===== src/rtl/lcd_op_sequencer_if.sv =====
// lcd_op_sequencer_if
//   Bundles the request, handshake and display-bus signals between the
//   datapath, the sequencer and the LCD display stage.
//   power/start/opcode_in/addr_in/data_in : request side (datapath -> sequencer)
//   done_off/done_show                    : display stage status flags
//   operation/opcode/addr/data_addr       : latched instruction to display stage
//   busy/pending/overflow/timeout         : sequencer status
//   slave modport = sequencer, master modport = environment driving it.
interface lcd_op_sequencer_if;
  logic        power;
  logic        start;
  logic [3:0]  opcode_in;
  logic [3:0]  addr_in;
  logic [15:0] data_in;
  logic        done_off;
  logic        done_show;
  logic [1:0]  operation;
  logic [3:0]  opcode;
  logic [3:0]  addr;
  logic [15:0] data_addr;
  logic        busy;
  logic        pending;
  logic        overflow;
  logic        timeout;

  modport master (
    output power, start, opcode_in, addr_in, data_in, done_off, done_show,
    input  operation, opcode, addr, data_addr, busy, pending, overflow, timeout
  );

  modport slave (
    input  power, start, opcode_in, addr_in, data_in, done_off, done_show,
    output operation, opcode, addr, data_addr, busy, pending, overflow, timeout
  );
endinterface


===== src/rtl/lcd_op_sequencer.sv =====
// lcd_op_sequencer
//   Latches executed instructions and walks the LCD display stage through
//   DISPLAY_OFF -> UPDATE -> SHOW, holding one queued request while a refresh
//   is in progress. Flags overflow (request dropped) and SHOW timeout.
//   clk   : system clock
//   rst_n : asynchronous active-low reset
//   bus   : lcd_op_sequencer_if.slave (request, handshake and status signals)
//
//   state   | meaning
//   --------+------------------------------------------------------------
//   OFF     | display forced off; waits for power
//   UPDATE  | operation=UPDATE held for UPDATE_HOLD cycles
//   SHOW    | operation=SHOW, waits for done_show (after guard) or timeout
//   IDLE    | screen shown, waiting for the next request
module lcd_op_sequencer #(
  parameter int UPDATE_HOLD  = 100000,
  parameter int SHOW_TIMEOUT = 5000000,
  parameter int SHOW_GUARD   = 2
) (
  input logic              clk,
  input logic              rst_n,
  lcd_op_sequencer_if.slave bus
);

  localparam int CNT_MAX = (UPDATE_HOLD > SHOW_TIMEOUT) ? UPDATE_HOLD : SHOW_TIMEOUT;
  localparam int CNT_W   = $clog2(CNT_MAX + 1);

  typedef enum logic [1:0] {
    ST_OFF    = 2'd0,
    ST_UPDATE = 2'd1,
    ST_SHOW   = 2'd2,
    ST_IDLE   = 2'd3
  } state_t;

  state_t           state_q, state_d;
  logic [CNT_W-1:0] cnt_q, cnt_d;
  logic [1:0]       operation_q, operation_d;
  logic             busy_q, busy_d;
  logic [3:0]       opcode_q, opcode_d;
  logic [3:0]       addr_q, addr_d;
  logic [15:0]      data_q, data_d;
  logic [3:0]       q_opcode_q, q_opcode_d;
  logic [3:0]       q_addr_q, q_addr_d;
  logic [15:0]      q_data_q, q_data_d;
  logic             pending_q, pending_d;
  logic             overflow_q, overflow_d;
  logic             timeout_q, timeout_d;
  logic             pop;
  logic             take_direct;
  logic             push;

  // done_off is informational; the sequencer never waits on it.
  logic unused_done_off;
  assign unused_done_off = bus.done_off;

  always_ff @(posedge clk or negedge rst_n) begin
    if (!rst_n) begin
      state_q     <= ST_OFF;
      cnt_q       <= '0;
      operation_q <= 2'd0;
      busy_q      <= 1'b0;
      opcode_q    <= '0;
      addr_q      <= '0;
      data_q      <= '0;
      q_opcode_q  <= '0;
      q_addr_q    <= '0;
      q_data_q    <= '0;
      pending_q   <= 1'b0;
      overflow_q  <= 1'b0;
      timeout_q   <= 1'b0;
    end else begin
      state_q     <= state_d;
      cnt_q       <= cnt_d;
      operation_q <= operation_d;
      busy_q      <= busy_d;
      opcode_q    <= opcode_d;
      addr_q      <= addr_d;
      data_q      <= data_d;
      q_opcode_q  <= q_opcode_d;
      q_addr_q    <= q_addr_d;
      q_data_q    <= q_data_d;
      pending_q   <= pending_d;
      overflow_q  <= overflow_d;
      timeout_q   <= timeout_d;
    end
  end

  always_comb begin
    state_d     = state_q;
    cnt_d       = cnt_q;
    opcode_d    = opcode_q;
    addr_d      = addr_q;
    data_d      = data_q;
    q_opcode_d  = q_opcode_q;
    q_addr_d    = q_addr_q;
    q_data_d    = q_data_q;
    pending_d   = pending_q;
    overflow_d  = overflow_q;
    timeout_d   = timeout_q;
    operation_d = 2'd0;
    busy_d      = 1'b0;
    pop         = 1'b0;
    take_direct = 1'b0;
    push        = 1'b0;

    if (!bus.power) begin
      // Power loss aborts any refresh; the queue survives so the request is
      // shown once power returns.
      state_d = ST_OFF;
      cnt_d   = '0;
    end else begin
      case (state_q)
        ST_OFF: begin
          pop     = pending_q;
          state_d = ST_UPDATE;
          cnt_d   = '0;
        end
        ST_UPDATE: begin
          if (cnt_q == CNT_W'(UPDATE_HOLD - 1)) begin
            state_d = ST_SHOW;
            cnt_d   = '0;
          end else begin
            cnt_d = cnt_q + 1'b1;
          end
        end
        ST_SHOW: begin
          // A done_show left over from the previous screen is ignored until
          // the display stage has had SHOW_GUARD cycles to drop it.
          if (bus.done_show && (cnt_q >= CNT_W'(SHOW_GUARD))) begin
            state_d = ST_IDLE;
            cnt_d   = '0;
          end else if (cnt_q == CNT_W'(SHOW_TIMEOUT - 1)) begin
            state_d   = ST_IDLE;
            cnt_d     = '0;
            timeout_d = 1'b1;
          end else begin
            cnt_d = cnt_q + 1'b1;
          end
        end
        ST_IDLE: begin
          cnt_d = '0;
          if (pending_q) begin
            pop     = 1'b1;
            state_d = ST_UPDATE;
          end else if (bus.start) begin
            take_direct = 1'b1;
            state_d     = ST_UPDATE;
          end
        end
        default: begin
          state_d = ST_OFF;
          cnt_d   = '0;
        end
      endcase
    end

    if (pop) begin
      opcode_d = q_opcode_q;
      addr_d   = q_addr_q;
      data_d   = q_data_q;
    end else if (take_direct) begin
      opcode_d = bus.opcode_in;
      addr_d   = bus.addr_in;
      data_d   = bus.data_in;
    end

    // Any start not consumed directly goes to the one-deep queue. When the
    // queue is being popped in the same cycle the slot is free, so no overflow.
    push = bus.start && !take_direct;
    if (push) begin
      q_opcode_d = bus.opcode_in;
      q_addr_d   = bus.addr_in;
      q_data_d   = bus.data_in;
      pending_d  = 1'b1;
      if (pending_q && !pop) begin
        overflow_d = 1'b1;
      end
    end else if (pop) begin
      pending_d = 1'b0;
    end

    case (state_d)
      ST_OFF:    operation_d = 2'd0;
      ST_UPDATE: operation_d = 2'd1;
      default:   operation_d = 2'd2;
    endcase
    busy_d = (state_d == ST_UPDATE) || (state_d == ST_SHOW);
  end

  assign bus.operation = operation_q;
  assign bus.opcode    = opcode_q;
  assign bus.addr      = addr_q;
  assign bus.data_addr = data_q;
  assign bus.busy      = busy_q;
  assign bus.pending   = pending_q;
  assign bus.overflow  = overflow_q;
  assign bus.timeout   = timeout_q;

endmodule


===== src/flat_wrapper.sv =====
// flat-port wrapper written by rule: the top's interface ports become plain ports
module lcd_op_sequencer_flat 
#(
  parameter int UPDATE_HOLD  = 100000,
  parameter int SHOW_TIMEOUT = 5000000,
  parameter int SHOW_GUARD   = 2
)
  (clk, rst_n, bus_power, bus_start, bus_opcode_in, bus_addr_in, bus_data_in, bus_done_off, bus_done_show, bus_operation, bus_opcode, bus_addr, bus_data_addr, bus_busy, bus_pending, bus_overflow, bus_timeout);
  lcd_op_sequencer_if bus_i ();
  input logic clk;
  input logic rst_n;
  input wire logic [$bits(bus_i.power)-1:0] bus_power;
  input wire logic [$bits(bus_i.start)-1:0] bus_start;
  input wire logic [$bits(bus_i.opcode_in)-1:0] bus_opcode_in;
  input wire logic [$bits(bus_i.addr_in)-1:0] bus_addr_in;
  input wire logic [$bits(bus_i.data_in)-1:0] bus_data_in;
  input wire logic [$bits(bus_i.done_off)-1:0] bus_done_off;
  input wire logic [$bits(bus_i.done_show)-1:0] bus_done_show;
  output wire logic [$bits(bus_i.operation)-1:0] bus_operation;
  output wire logic [$bits(bus_i.opcode)-1:0] bus_opcode;
  output wire logic [$bits(bus_i.addr)-1:0] bus_addr;
  output wire logic [$bits(bus_i.data_addr)-1:0] bus_data_addr;
  output wire logic [$bits(bus_i.busy)-1:0] bus_busy;
  output wire logic [$bits(bus_i.pending)-1:0] bus_pending;
  output wire logic [$bits(bus_i.overflow)-1:0] bus_overflow;
  output wire logic [$bits(bus_i.timeout)-1:0] bus_timeout;
  assign bus_i.power = bus_power;
  assign bus_i.start = bus_start;
  assign bus_i.opcode_in = bus_opcode_in;
  assign bus_i.addr_in = bus_addr_in;
  assign bus_i.data_in = bus_data_in;
  assign bus_i.done_off = bus_done_off;
  assign bus_i.done_show = bus_done_show;
  assign bus_operation = bus_i.operation;
  assign bus_opcode = bus_i.opcode;
  assign bus_addr = bus_i.addr;
  assign bus_data_addr = bus_i.data_addr;
  assign bus_busy = bus_i.busy;
  assign bus_pending = bus_i.pending;
  assign bus_overflow = bus_i.overflow;
  assign bus_timeout = bus_i.timeout;
  lcd_op_sequencer #(.UPDATE_HOLD(UPDATE_HOLD), .SHOW_TIMEOUT(SHOW_TIMEOUT), .SHOW_GUARD(SHOW_GUARD)) u_core (.clk(clk), .rst_n(rst_n), .bus(bus_i));
endmodule

===== config.mk =====
export PLATFORM = sky130hd
export DESIGN_NAME = lcd_op_sequencer_flat
export DESIGN_NICKNAME = d
export VERILOG_FILES = /design/src/rtl/lcd_op_sequencer_if.sv /design/src/rtl/lcd_op_sequencer.sv /design/src/flat_wrapper.sv
export SDC_FILE = /design/constraint.sdc
export NUM_CORES = 1
export LEC_CHECK = 0
export ABC_AREA = 1
export CORE_MARGIN = 4
export CORE_UTILIZATION = 35
export DETAILED_ROUTE_END_ITERATION = 10
export PLACE_DENSITY = 0.59
export SYNTH_ARGS = -nofsm -noshare
export SYNTH_HDL_FRONTEND = slang
export SYNTH_SLANG_ARGS = --single-unit

===== constraint.sdc =====
create_clock -name clk -period 2.87 [get_ports clk]
set_clock_uncertainty 0.1 [all_clocks]
set_input_delay 0.287 -clock clk [delete_from_list [all_inputs] [get_ports clk]]
set_output_delay 0.287 -clock clk [all_outputs]
set_load 0.005 [all_outputs]

==> metrics, run 1 <==
fraction of registers with async set/reset 1.000; Final #Nets just under 600; synth cell count leaders nand2_1 (160), dfrtp_1 (79), nor2_1 (61); crit path DAT about 2.4 ns; die height 115.5 um; Register Area slightly below 0.002 mm^2; failing checks hold timing; CP cell instances inv_1, ha_1, nor3_4, inv_2, nand2_2, buf_4, nor2_1, a31oi_1; Top Ports 60; final count of hold timing violations 8; CTS Hold Bufs 0; CP delay by family, top buffers and inverters; post-cts sizing count 0; Final Cycle Share 0.7780; pwr dens 579.5 mW/mm^2; # fillers 1128; Layout Cells excl Fill about 700; FP Rows 39; setup TNS 0 ns; Final Wtd Congestion 0.9066; CP Launch Type register; grt met1 use 0.2042; Root Driver clkbuf_16; CTS clk-pin slew, worst paths ~0.060 ns; share of layout cells above drive strength 1 0.1151; syn nets around 540; clk_lat worst skew ~0.33 ns; clock sink count 79; post-route antenna net violation count 0; critical-path maximum fanout 30; Synth area leaders dfrtp_1 (49%), nand2_1 (15%), nor2_1 (5.7%); leading area contributor after synthesis dfrtp_1; Port Buffers 58; most used standard cell by instance count after synthesis nand2_1; Slew @ Worst Pin between 1 and 1.5 ns; Max-Cap Viols 0; htree depth 3; post-detail-place hpwl approximately 6.4 mm; Slew Viols, Final 0; Reg2Reg Depth 8; TritonCTS clock tree built; core box area 0.01137 mm^2; r2r setup slk ~0.64 ns; CP required ~3.0 ns; Mapped Area approximately 0.0040 mm^2; run status complete, but fails checks; area growth from synthesis to layout 23.41%; area occupied by multi-input gates approximately 0.0018 mm^2; vias per cell about 4.8; placed cells 685; Tot GR Track Use 0.1466; # DRC 0; top cell type's share of synthesized area 0.4886; GRT met3 Usage 0.03446; CTS buffer count 9; reg2reg start u_core.state_q[0]$_DFF_PN0_; CP max stage cell dfrtp_1; GR Layer Usage met2 0.2253; Tmin final around 2.2 ns; Syn Area/Cell just over 8 um^2; number of global-route vias before repair around 3300; kind of critical path reg2reg; Hold Crit Class in2async; Critical Path End Type register; chip width between 100 and 150 um; Iter 0 DRT Violations ~160; die area roughly 0.013 mm^2; WL/cell about 13 um; relative slew slack 0.3248; CP Buf/Inv Count 3; via count 3338; RSZ-0062 raised after global routing no; DRT Pass-1 Iters 5; largest net degree at the start of global routing 80; Antenna Cells 0; Yosys reg bits ~80; Hold Slack -0.01334 ns; CTS Buffer Depth 2; VDD IR max between 0.3 and 0.4 mV; initial antenna violation count 0; Top Usage Layer GRT met2; Post-CTS Setup Bufs 0; Leak Pwr ~2.2 nW; Synth Warn # 0; gate count after technology mapping a little under 500; Post-synth top flop dfrtp_1; Netlist cell types 31; first-pass GRT wire length between 15 and 20 mm; post-synthesis sequential area ratio 0.4886; slowest cell delay on critical path between 0.4 and 0.5 ns; final setup vio count 0; Routed WL about 9.2 mm; Reg2Reg Capture Point u_core.bus.opcode[3]$_DFFE_PN0P_; gr ovfl total 0; initial cell density of the core 0.3559; Post-synth EDFFs 0; Max Freq about 450 MHz
==> where the power goes <==
part,leakage [nW],switching (mW),internal (mW)
sequential,0.975,0.0691,1.23
combinational,1.13,0.216,0.257
clock,0.140,0.434,0.684
total,2.25,0.720,2.17
==> layout make-up <==
cell class,instances,share of cell area
clock inverters,4,0.009521
well taps,143,0.03583
inverters,42,0.03157
multi-input cells,358,0.3561
repair buffers,63,0.1233
flip-flops and latches,79,0.3959
clock buffers,10,0.04786
==> worst max-delay path by stage <==
stage	start	end	slack, ns	cells past startpoint
finish	u_core.state_q[0]$_DFF_PN0_	u_core.bus.opcode[3]$_DFFE_PN0P_	0.64	8
global route	u_core.state_q[0]$_DFF_PN0_	u_core.bus.opcode[3]$_DFFE_PN0P_	0.43	8
CTS	u_core.state_q[0]$_DFF_PN0_	u_core.bus.opcode[3]$_DFFE_PN0P_	0.61	8
detailed placement	bus_power	u_core.bus.data_addr[14]$_DFFE_PN0P_	0.60	8
global placement	bus_power	u_core.bus.data_addr[14]$_DFFE_PN0P_	0.65	8
floorplan	u_core.cnt_q[1]$_DFF_PN0_	u_core.bus.busy$_DFF_PN0_	1.04	8
==> routing by layer <==
metal / wire, um / vias to the layer above
met5: 0 / -
met1: 4341 / 1558
met2: 4208 / 91
met3: 445 / 14
met4: 163 / 0
li1: - / 1675
==> flip-flops by register name, summed over array words and instances, names as in the netlist, 2 cells and up <==
| register | count |
|---|---|
| u_core.bus.addr | 4 |
| u_core.bus.data_addr | 16 |
| u_core.bus.opcode | 4 |
| u_core.bus.operation | 2 |
| u_core.cnt_q | 23 |
| u_core.q_addr_q | 4 |
| u_core.q_data_q | 16 |
| u_core.q_opcode_q | 4 |
| u_core.state_q | 2 |
==> cells by family (layout without fill, tap and decap cells) <==
family          after synthesis  count (layout)  synth area share
fa+ha+maj                    11              11           0.03401
compound gates               36              36           0.05442
flops                        79              79            0.4886
buf+inv                      60             119           0.07205
simple gates                295             295            0.3163
xor+xnor                     16              16           0.03463
==> layout by cell type, fill, tap and decap left out <==
cell and n:
nor2_1 61, nand3_2 2, xor2_1 14, a21oi_1 2, nor2_4 1, nand2_2 4
clkinv_1 1, o211ai_1 2, inv_2 8, a31o_2 1, clkdlybuf4s50_1 57, or2_2 1
nor2_2 25, o21ai_0 8, inv_1 33, clkinv_2 2, nor3_1 7, nand2_4 1
a221oi_1 1, nand4_1 6, clkinvlp_4 1, clkbuf_16 9, dfrtp_1 79, clkbuf_8 1
nand2_1 160, bufinv_16 1, ha_1 11, nor3_4 1, xnor2_1 2, nand3_1 25
buf_4 6, nor4_1 1, a31oi_1 22
==> worst reg2reg max path: stages (launching register included) <==
cell and delay [ns]:
dfrtp_1 0.44, inv_1 0.13, ha_1 0.34, nor3_4 0.21
inv_2 0.25, nand2_2 0.14, buf_4 0.29, nor2_1 0.07
a31oi_1 0.18
==> metrics by stage <==
step	total power, mW	cell area, um^2	util	worst slack (ns)
final	2.894	4994	0.4392	0.6372
after global routing	3.037	4994	0.4392	0.4261
after CTS	2.934	4994	0.4392	0.6091
after detailed placement	1.805	4707	0.4140	0.5970
after global placement	1.793	4707	0.4140	0.6545
after floorplan	1.512	4046	-	1.036
Power figures use the tool's default switching activity.
==> inputs of run 2 (changes only) <==
==> constraint.sdc (replaced) <==
create_clock -name clk -period 2.22 [get_ports clk]
set_clock_uncertainty 0.1 [all_clocks]
set_input_delay 0.222 -clock clk [delete_from_list [all_inputs] [get_ports clk]]
set_output_delay 0.222 -clock clk [all_outputs]
set_load 0.005 [all_outputs]
==> metrics, run 2 (synthesis gave the netlist of run 1 again) <==
Tmin final 2.058 ns (was 2.233 ns); Slew Viols, Final 0 (unchanged); CP Buf/Inv Count 0 (was 3); Final Wtd Congestion 0.9010 (was 0.9066); die area 0.01334 mm^2 (unchanged); initial antenna violation count 0 (unchanged); setup TNS 0 ns (unchanged); Leak Pwr 2.282 nW (was 2.246 nW); area growth from synthesis to layout 25.60% (was 23.41%); Max-Cap Viols 0 (unchanged); Net Sw Power 0.9443 mW (was 0.7198 mW); Tot GR Track Use 0.1470 (was 0.1466); Critical Path End Type register (unchanged); CP delay by family, top simple AND/OR/NAND/NOR gates (was buffers and inverters); most flop-heavy register u_core.cnt_q (unchanged); htree depth 3 (unchanged); commonest non-fill, non-tap cell in the layout nand2_1 (unchanged); kind of critical path reg2reg (unchanged); RSZ-0062 raised after global routing no (unchanged); initial cell density of the core 0.3559 (unchanged); VDD IR max 0.5248 mV (was 0.3846 mV); number of global-route vias before repair 3197 (was 3273); share of layout cells above drive strength 1 0.1179 (was 0.1151); first-pass GRT wire length 15.61 mm (was 15.60 mm); Slew @ Worst Pin 0.4837 ns (was 1.013 ns); clock sink count 79 (unchanged); CP max stage cell dfrtp_1 (unchanged); die height 115.5 um (unchanged); Iter 0 DRT Violations 188 (was 159); crit path DAT 2.17 ns (was 2.37 ns); switching share of total power 0.2403 (was 0.2487); post-route antenna net violation count 0 (unchanged); gr ovfl total 0 (unchanged); Clk pwr share 0.414 (was 0.386); relative slew slack 0.6775 (was 0.3248); sequential share of power 0.428 (was 0.450); CP required 2.33 ns (was 3.01 ns); CP cell instances ha_1, nand2_2, nor2_2, nand3_1, or2_2, nand3_1, a21oi_1, ha_1 (was inv_1, ha_1, nor3_4, inv_2, nand2_2, buf_4, nor2_1, a31oi_1); post-detail-place hpwl 6.423 mm (was 6.375 mm); Root Driver clkbuf_16 (unchanged); most frequent cells in the layout nand2_1 (160), dfrtp_1 (79), nor2_1 (61), clkdlybuf4s50_1 (57), inv_1 (33) (unchanged); slack of the critical path 0.1616 ns (was 0.6372 ns); TritonCTS clock tree built (unchanged); critical-path maximum fanout 4 (was 30); run status completed (was complete, but fails checks); Hold Crit Class in2async (unchanged); core box area 0.01137 mm^2 (unchanged); CP Launch Type register (unchanged); Top Ports 60 (unchanged); CTS Buffer Depth 2 (unchanged); pwr dens 773.2 mW/mm^2 (was 579.5 mW/mm^2); Largest register FFs 23 (unchanged); Antenna Cells 0 (unchanged); pre-CTS WS 0.1936 ns (was 0.5970 ns); via count 3302 (was 3338); Max Freq 485.8 MHz (was 447.9 MHz); internal power 2.985 mW (was 2.174 mW); CTS buffer count 9 (unchanged); slowest cell delay on critical path 0.40 ns (was 0.44 ns); final setup vio count 0 (unchanged); largest net degree at the start of global routing 45 (was 80); WL/cell 12.93 um (was 13.10 um); # DRC 0 (unchanged); final count of hold timing violations 0 (was 8); Comb pwr share 0.158 (was 0.164); DRT Pass-1 Iters 4 (was 5); CTS clk-pin slew, worst paths 0.06 ns (about the same); Port Buffers 58 (unchanged); Routed WL 9.091 mm (was 9.158 mm); clk_lat worst skew 0.33 ns (about the same); Hold Slack 0.2998 ns (was -0.01334 ns); Final Cycle Share 0.9272 (was 0.7780); chip width 115.5 um (unchanged); Final #Nets 596 (was 594); vias per cell 4.697 (was 4.775); FP Rows 39 (unchanged)
-- run 2: final timing paths --
| check | startpoint | end | slack, ns | depth (start not counted) |
|---|---|---|---|---|
| worst min-delay path | rst_n | u_core.state_q[1]$_DFF_PN0_ | 0.30 | 2 |
| min in group clk | bus_data_in[14] | u_core.q_data_q[14]$_DFFE_PN0P_ | 0.35 | 3 |
| worst max-delay path | u_core.cnt_q[0]$_DFF_PN0_ | u_core.bus.busy$_DFF_PN0_ | 0.16 | 8 |
| worst min register to register | u_core.bus.timeout$_DFFE_PN0P_ | u_core.bus.timeout$_DFFE_PN0P_ | 0.37 | 2 |
| worst max register to register | u_core.cnt_q[0]$_DFF_PN0_ | u_core.bus.busy$_DFF_PN0_ | 0.16 | 8 |
| max in group asynchronous | rst_n | u_core.cnt_q[5]$_DFF_PN0_ | 1.12 | 3 |
-- run 2: final cells by class --
class	count	area, um^2
Clock buffer	12	256.5
Sequential cell	79	1977
Timing Repair Buffer	65	658.1
Clock inverter	4	76.32
Inverter	42	157.7
Fill cell	1131	6287
Multi-Input combinational cell	358	1778
Tap cell	143	178.9
-- run 2: per-layer routing --
layer	global-route usage	up-vias	part of all wire
met4	0.04773	0	0.013
met2	0.2245	72	0.46
li1	-	1682	-
met3	0.03394	8	0.043
met5	0	-	0
met1	0.2071	1540	0.48
-- run 2: power by group through the flow --
stage	Clock [mW]	Combinational (mW)	Sequential, mW
CTS	1.67	0.634	1.69
global route	1.74	0.700	1.70
global placement	0	0.624	1.70
detailed placement	0	0.630	1.71
finish	1.63	0.620	1.68
floorplan	0	0.254	1.70
-- run 2: timing repair --
item,CTS,global route
gates resized for setup,0,0
setup buffers,0,0
endpoints found under the hold margin,36,0
hold buffers,1,0
-- run 2: worst reg2reg max path: stages, from the launching register on --
cell and delay [ns]:
dfrtp_1 0.40, ha_1 0.22, nand2_2 0.08, nor2_2 0.19
nand3_1 0.16, or2_2 0.32, nand3_1 0.10, a21oi_1 0.08
ha_1 0.29
-- run 2: through the flow --
stage | utilization | total power, mW | cell area (um^2) | std cells
2_1_floorplan | - | 1.955 | 4046 | 497
3_3_place_gp | 0.4169 | 2.328 | 4740 | 686
3_5_place_dp | 0.4169 | 2.339 | 4740 | 686
4_1_cts | 0.4470 | 3.990 | 5082 | 703
5_1_grt | 0.4470 | 4.143 | 5082 | 703
6_report | 0.4470 | 3.930 | 5082 | 703
==> edit 1 (config.mk and constraints of run 2) <==
Make the reset (`rst_n`) synchronous in one clocked block. Comments in the files are not updated.
--- a/src/rtl/lcd_op_sequencer.sv
+++ b/src/rtl/lcd_op_sequencer.sv
@@ -54,5 +54,5 @@
   assign unused_done_off = bus.done_off;
 
-  always_ff @(posedge clk or negedge rst_n) begin
+  always_ff @(posedge clk) begin
     if (!rst_n) begin
       state_q     <= ST_OFF;
Behaviour: differs if rst_n is asserted again (counterexample within 4 cycles, from zero or initial values and one cycle with rst_n low); with rst_n held inactive, the same outputs for 4 cycles.
==> edit 1 against run 2 <==
- global-route usage increased by 1.5 points
- clock power down 24%
- utilization is 0.49 points lower
- synthesized area decreased by 3.6%
- final area fell by 5.3%
- worst hold slack improved by 0.056 ns
- worst setup slack gained 0.050 ns
- power is 22% lower
- wire length up 9.9%
- die area is 3.4% lower
- sequential cell count did not move
- largest cell class is now multi-input combinational cells
==> edit 1: results (changes against run 2) <==
qor: outcome.run_status complete, no violations [unchanged]
qor: sta.worst_slew_margin_rel 68.0% [was 67.8%]
qor: synth.synthArstFlopShare 0% [was 100%]
qor: synth.synthesis.area_per_instance 7.32 µm² [was 8.14 µm²]
qor: synth.synth_sequential_area_ratio 40.6% [was 48.9%]
qor: power.net_switching 0.000739 W [was 0.000944 W]
qor: synth.synth.area.top_cells dfxtp_1 (41%), nor2_1 (8.5%), nand2_1 (8.2%), o21ai_0 (6.7%), nand3_1 (5.6%) [was dfrtp_1 (49%), nand2_1 (15%), nor2_1 (5.7%), nor2_2 (3.9%), a31oi_1 (3.4%)]
qor: synth.postSynth.topFlopCell dfxtp_1 [was dfrtp_1]
qor: grt.grt_start_max_net_pins 51 [was 45]
qor: sta.final.hold.worst_slack 0.356 ns [was 0.300 ns]
qor: place.placedInstanceArea 0.00458 mm² [was 0.00474 mm²]
qor: finish.instances_no_fill 728 [was 703]
qor: hold_path.timing.hold.worst.class primary input to flop [was primary input to async pin]
qor: grt.grt_first_pass_wirelength 16.7 mm [was 15.6 mm]
qor: clocking.cts.clk_slew.worst_paths 0.08 ns [was 0.06 ns]
qor: finish.final_layout_size_suffix_gt1_share 13.1% [was 11.8%]
qor: clocking.root_buffer_cell clkbuf_8 [was clkbuf_16]
qor: grt.routing_usage_on_met3 2.86% [was 3.39%]
qor: drt.met3_wl 421 µm [was 394 µm]
qor: place.detailed_place_hpwl 7.04 mm [was 6.42 mm]
qor: place.numPlacedInstances 712 [was 686]
qor: power.peakVddDrop 392 µV [was 525 µV]
qor: place.dpl_worst_slack 0.145 ns [was 0.194 ns]
qor: worst_setup_path.worst-r2r-setup-slack 0.21 ns [was 0.16 ns]
qor: clocking.worst_skew_pair.late_latency 0.36 ns [was 0.33 ns]
qor: worst_setup_path.depth_of_the_worst_register_to_register_path 15 [was 8]
qor: synth.synth_common_cells nor2_1 (88), nand2_1 (85), dfxtp_1 (79) [was nand2_1 (160), dfrtp_1 (79), nor2_1 (61)]
qor: drt.routedWlPerCell 13.7 µm [was 12.9 µm]
qor: worst_setup_path.reg_to_reg_critical_path_startpoint u_core.cnt_q[1] [was u_core.cnt_q[0]]
qor: synth.post_synth_num_cell_types 30 [was 31]
==> edit 1: how the worst max path moves through the flow <==
stage	startpoint	end	slack, ns	cells after the start
final	u_core.cnt_q[1]	u_core.bus.busy	0.21	15
after detailed placement	u_core.cnt_q[1]	u_core.bus.busy	0.15	15
after global routing	u_core.cnt_q[1]	u_core.bus.busy	0.007	15
after floorplan	u_core.cnt_q[0]	u_core.bus.busy	0.35	15
after global placement	u_core.cnt_q[1]	u_core.bus.busy	0.19	15
after CTS	u_core.cnt_q[1]	u_core.bus.busy	0.13	15
==> edit 1: power by group through the flow <==
stage	logic (W)	registers [W]	clock network [W]
after floorplan	0.000160	0.00154	0
after global placement	0.000325	0.00155	0
after detailed placement	0.000330	0.00155	0
after CTS	0.000331	0.00152	0.00128
after global routing	0.000365	0.00152	0.00133
final	0.000327	0.00152	0.00124
==> edit 1: logic make-up after synthesis <==
group,Yosys count,share of synthesized area [%]
and+or+nand+nor,275,33.2
AOI/OAI and AO/OA,85,11.9
DFF,79,40.6
buffers and inverters,71,8.21
xor gates and xnor gates,13,2.92
adders and majority gates,10,3.21
==> edit 1: layout make-up <==
class	instances	area [µm²]	share of cell area, %
Multi-Input combinational cell	383	2000	41.6
Sequential cell	79	1580	32.9
Timing Repair Buffer	66	653	13.6
Tap cell	140	175	3.64
Inverter	44	165	3.43
Clock buffer	12	155	3.22
Clock inverter	4	77.6	1.61
==> edit 1: critical path, stage by stage (launching register included) <==
cell     delay [ns]
dfxtp_2        0.37
ha_2           0.21
nand2_2        0.06
inv_2          0.09
nand2_1        0.12
nor2_1         0.12
nand3_1        0.10
nand2_1        0.07
inv_1          0.04
nand2_1        0.04
nand2_1        0.06
nand2_1        0.11
inv_1          0.05
ha_1           0.28
nand2_1        0.06
inv_1          0.04
==> edit 2 (settings of run 2) <==
Made on the original files. `UPDATE_HOLD` is set to 100000 in 2 places; all go to 200000.
--- a/src/rtl/lcd_op_sequencer.sv
+++ b/src/rtl/lcd_op_sequencer.sv
@@ -14,5 +14,5 @@
 //   IDLE    | screen shown, waiting for the next request
 module lcd_op_sequencer #(
-  parameter int UPDATE_HOLD  = 100000,
+  parameter int UPDATE_HOLD  = 200000,
   parameter int SHOW_TIMEOUT = 5000000,
   parameter int SHOW_GUARD   = 2
--- a/src/flat_wrapper.sv
+++ b/src/flat_wrapper.sv
@@ -2,5 +2,5 @@
 module lcd_op_sequencer_flat 
 #(
-  parameter int UPDATE_HOLD  = 100000,
+  parameter int UPDATE_HOLD  = 200000,
   parameter int SHOW_TIMEOUT = 5000000,
   parameter int SHOW_GUARD   = 2
Formal check against the unedited RTL: same outputs for any inputs over 10 cycles, from zero or initial values and one cycle with rst_n low; that may be too few to reach the edited logic, so the function may still have changed.
==> edit 2 against run 2 <==
- synthesized area decreased by 5.2%
- final area decreased by 5.1%
- via count decreased by 6.5%
- worst setup slack improved by 0.088 ns
- global-route usage decreased by 0.65 points
- power decreased by 15%
- highest routed layer unchanged
- sequential cell count unchanged
- wire length decreased by 8.4%
- combinational power decreased by 4.4%
- maximum frequency increased by 4.5%
==> edit 2: results (changes against run 2) <==
qor: grt.grt_start_max_net_pins 48 [was 45]
qor: worst_setup_path.worstPathMaxFanout 26 [was 4]
qor: place.detailed_place_hpwl 6.04 mm [was 6.42 mm]
qor: grt.global_route.usage.met2 23.5% [was 22.5%]
qor: drt.drtIter0Drc 200 [was 188]
qor: drt.detail_route.vias_per_cell 4.58 [was 4.70]
qor: power.static_leakage 2.22 nW [was 2.28 nW]
qor: synth.synth_fa_ha_area_share 3.59% [was 3.40%]
qor: grt.grt_util_all_layers 14.1% [was 14.7%]
qor: grt.grt_first_pass_wirelength 14.7 mm [was 15.6 mm]
qor: grt.first_global_vias 3180 [was 3197]
qor: finish.fillCellCount 1029 [was 1131]
qor: synth.synth.area.top_cells dfrtp_1 (52%), nand2_1 (15%), nor2_1 (7.6%), xor2_1 (3.9%), a31oi_1 (3.6%) [was dfrtp_1 (49%), nand2_1 (15%), nor2_1 (5.7%), nor2_2 (3.9%), a31oi_1 (3.4%)]
qor: worst_setup_path.crit_family buffers and inverters [was simple AND/OR/NAND/NOR gates]
qor: worst_setup_path.cp.arrival 2.15 ns [was 2.17 ns]
qor: drt.routedWlPerCell 12.4 µm [was 12.9 µm]
qor: synth.synth_sequential_area_ratio 51.5% [was 48.9%]
qor: power.peakVddDrop 295 µV [was 525 µV]
qor: sta.worst_slew_margin_rel 68.7% [was 67.8%]
qor: clocking.root_buffer_cell clkbuf_8 [was clkbuf_16]
qor: finish.nNetsFinal 574 [was 596]
qor: grt.met1_usage 17.8% [was 20.7%]
qor: place.place.gp.congestion 0.834 [was 0.901]
qor: synth.synth-xor-area-share 4.57% [was 3.46%]
qor: synth.synth_common_cells nand2_1 (152), dfrtp_1 (79), nor2_1 (78) [was nand2_1 (160), dfrtp_1 (79), nor2_1 (61)]
qor: outcome.run_status complete, no violations [unchanged]
qor: synth.post_synth_num_cell_types 30 [was 31]
-- edit 2: worst reg2reg max path: stages (launching register included) --
cell	delay, ns
dfrtp_1	0.43
inv_1	0.13
ha_1	0.35
nor3_4	0.21
inv_2	0.07
o21ai_4	0.18
buf_12	0.23
nor2_1	0.06
a31oi_1	0.14
-- edit 2: cells by family after synthesis --
| kind of cell | count (synthesis) |
|---|---|
| adders and majority gates | 11 |
| and+or+nand+nor | 271 |
| buffers and inverters | 52 |
| xor gates and xnor gates | 20 |
| DFF | 79 |
| AOI/OAI and AO/OA | 33 |
-- edit 2: final timing paths --
kind / startpoint / to / slack [ns]
max: u_core.state_q[0] / u_core.bus.opcode[1] / 0.25
min: rst_n / u_core.cnt_q[13] / 0.25
max reg2reg: u_core.state_q[0] / u_core.bus.opcode[1] / 0.25
min reg2reg: u_core.bus.timeout / u_core.bus.timeout / 0.37
max in group asynchronous: rst_n / u_core.q_data_q[0] / 1.18
min in group clk: bus_data_in[2] / u_core.q_data_q[2] / 0.33
-- edit 2: cell type report --
cell class / instances / area (µm²) / share of cell area [%]
flip-flops and latches: 79 / 1980 / 41.0
multi-input cells: 335 / 1640 / 33.9
repair buffers: 70 / 696 / 14.4
well taps: 136 / 170 / 3.53
inverters: 38 / 143 / 2.96
clock buffers: 9 / 124 / 2.57
clock inverters: 7 / 80.1 / 1.66
-- edit 2: stage by stage --
step	setup slack [ns]	cells	power, W
after floorplan	0.369	466	0.00192
after global placement	0.220	657	0.00228
after detailed placement	0.167	657	0.00229
after CTS	0.174	674	0.00340
after global routing	0.00595	674	0.00355
final	0.250	674	0.00334
-- edit 2: routing by layer --
layer	part of all wire (%)	routed length, µm
met5	0	0
met4	1.6	133
met3	4.0	331
met2	48	3990
met1	47	3880
-- edit 2: timing repair --
item	in CTS	in global routing
hold buffers	1	0
hold endpoints to repair	32	0
endpoints found under the setup margin	0	2
gates resized for setup	0	1
-- edit 2: power breakdown --
group / internal [W] / switching (W)
registers: 0.00158 / 0.0000764
logic: 0.000330 / 0.000263
clock network: 0.000532 / 0.000558
total: 0.00244 / 0.000897
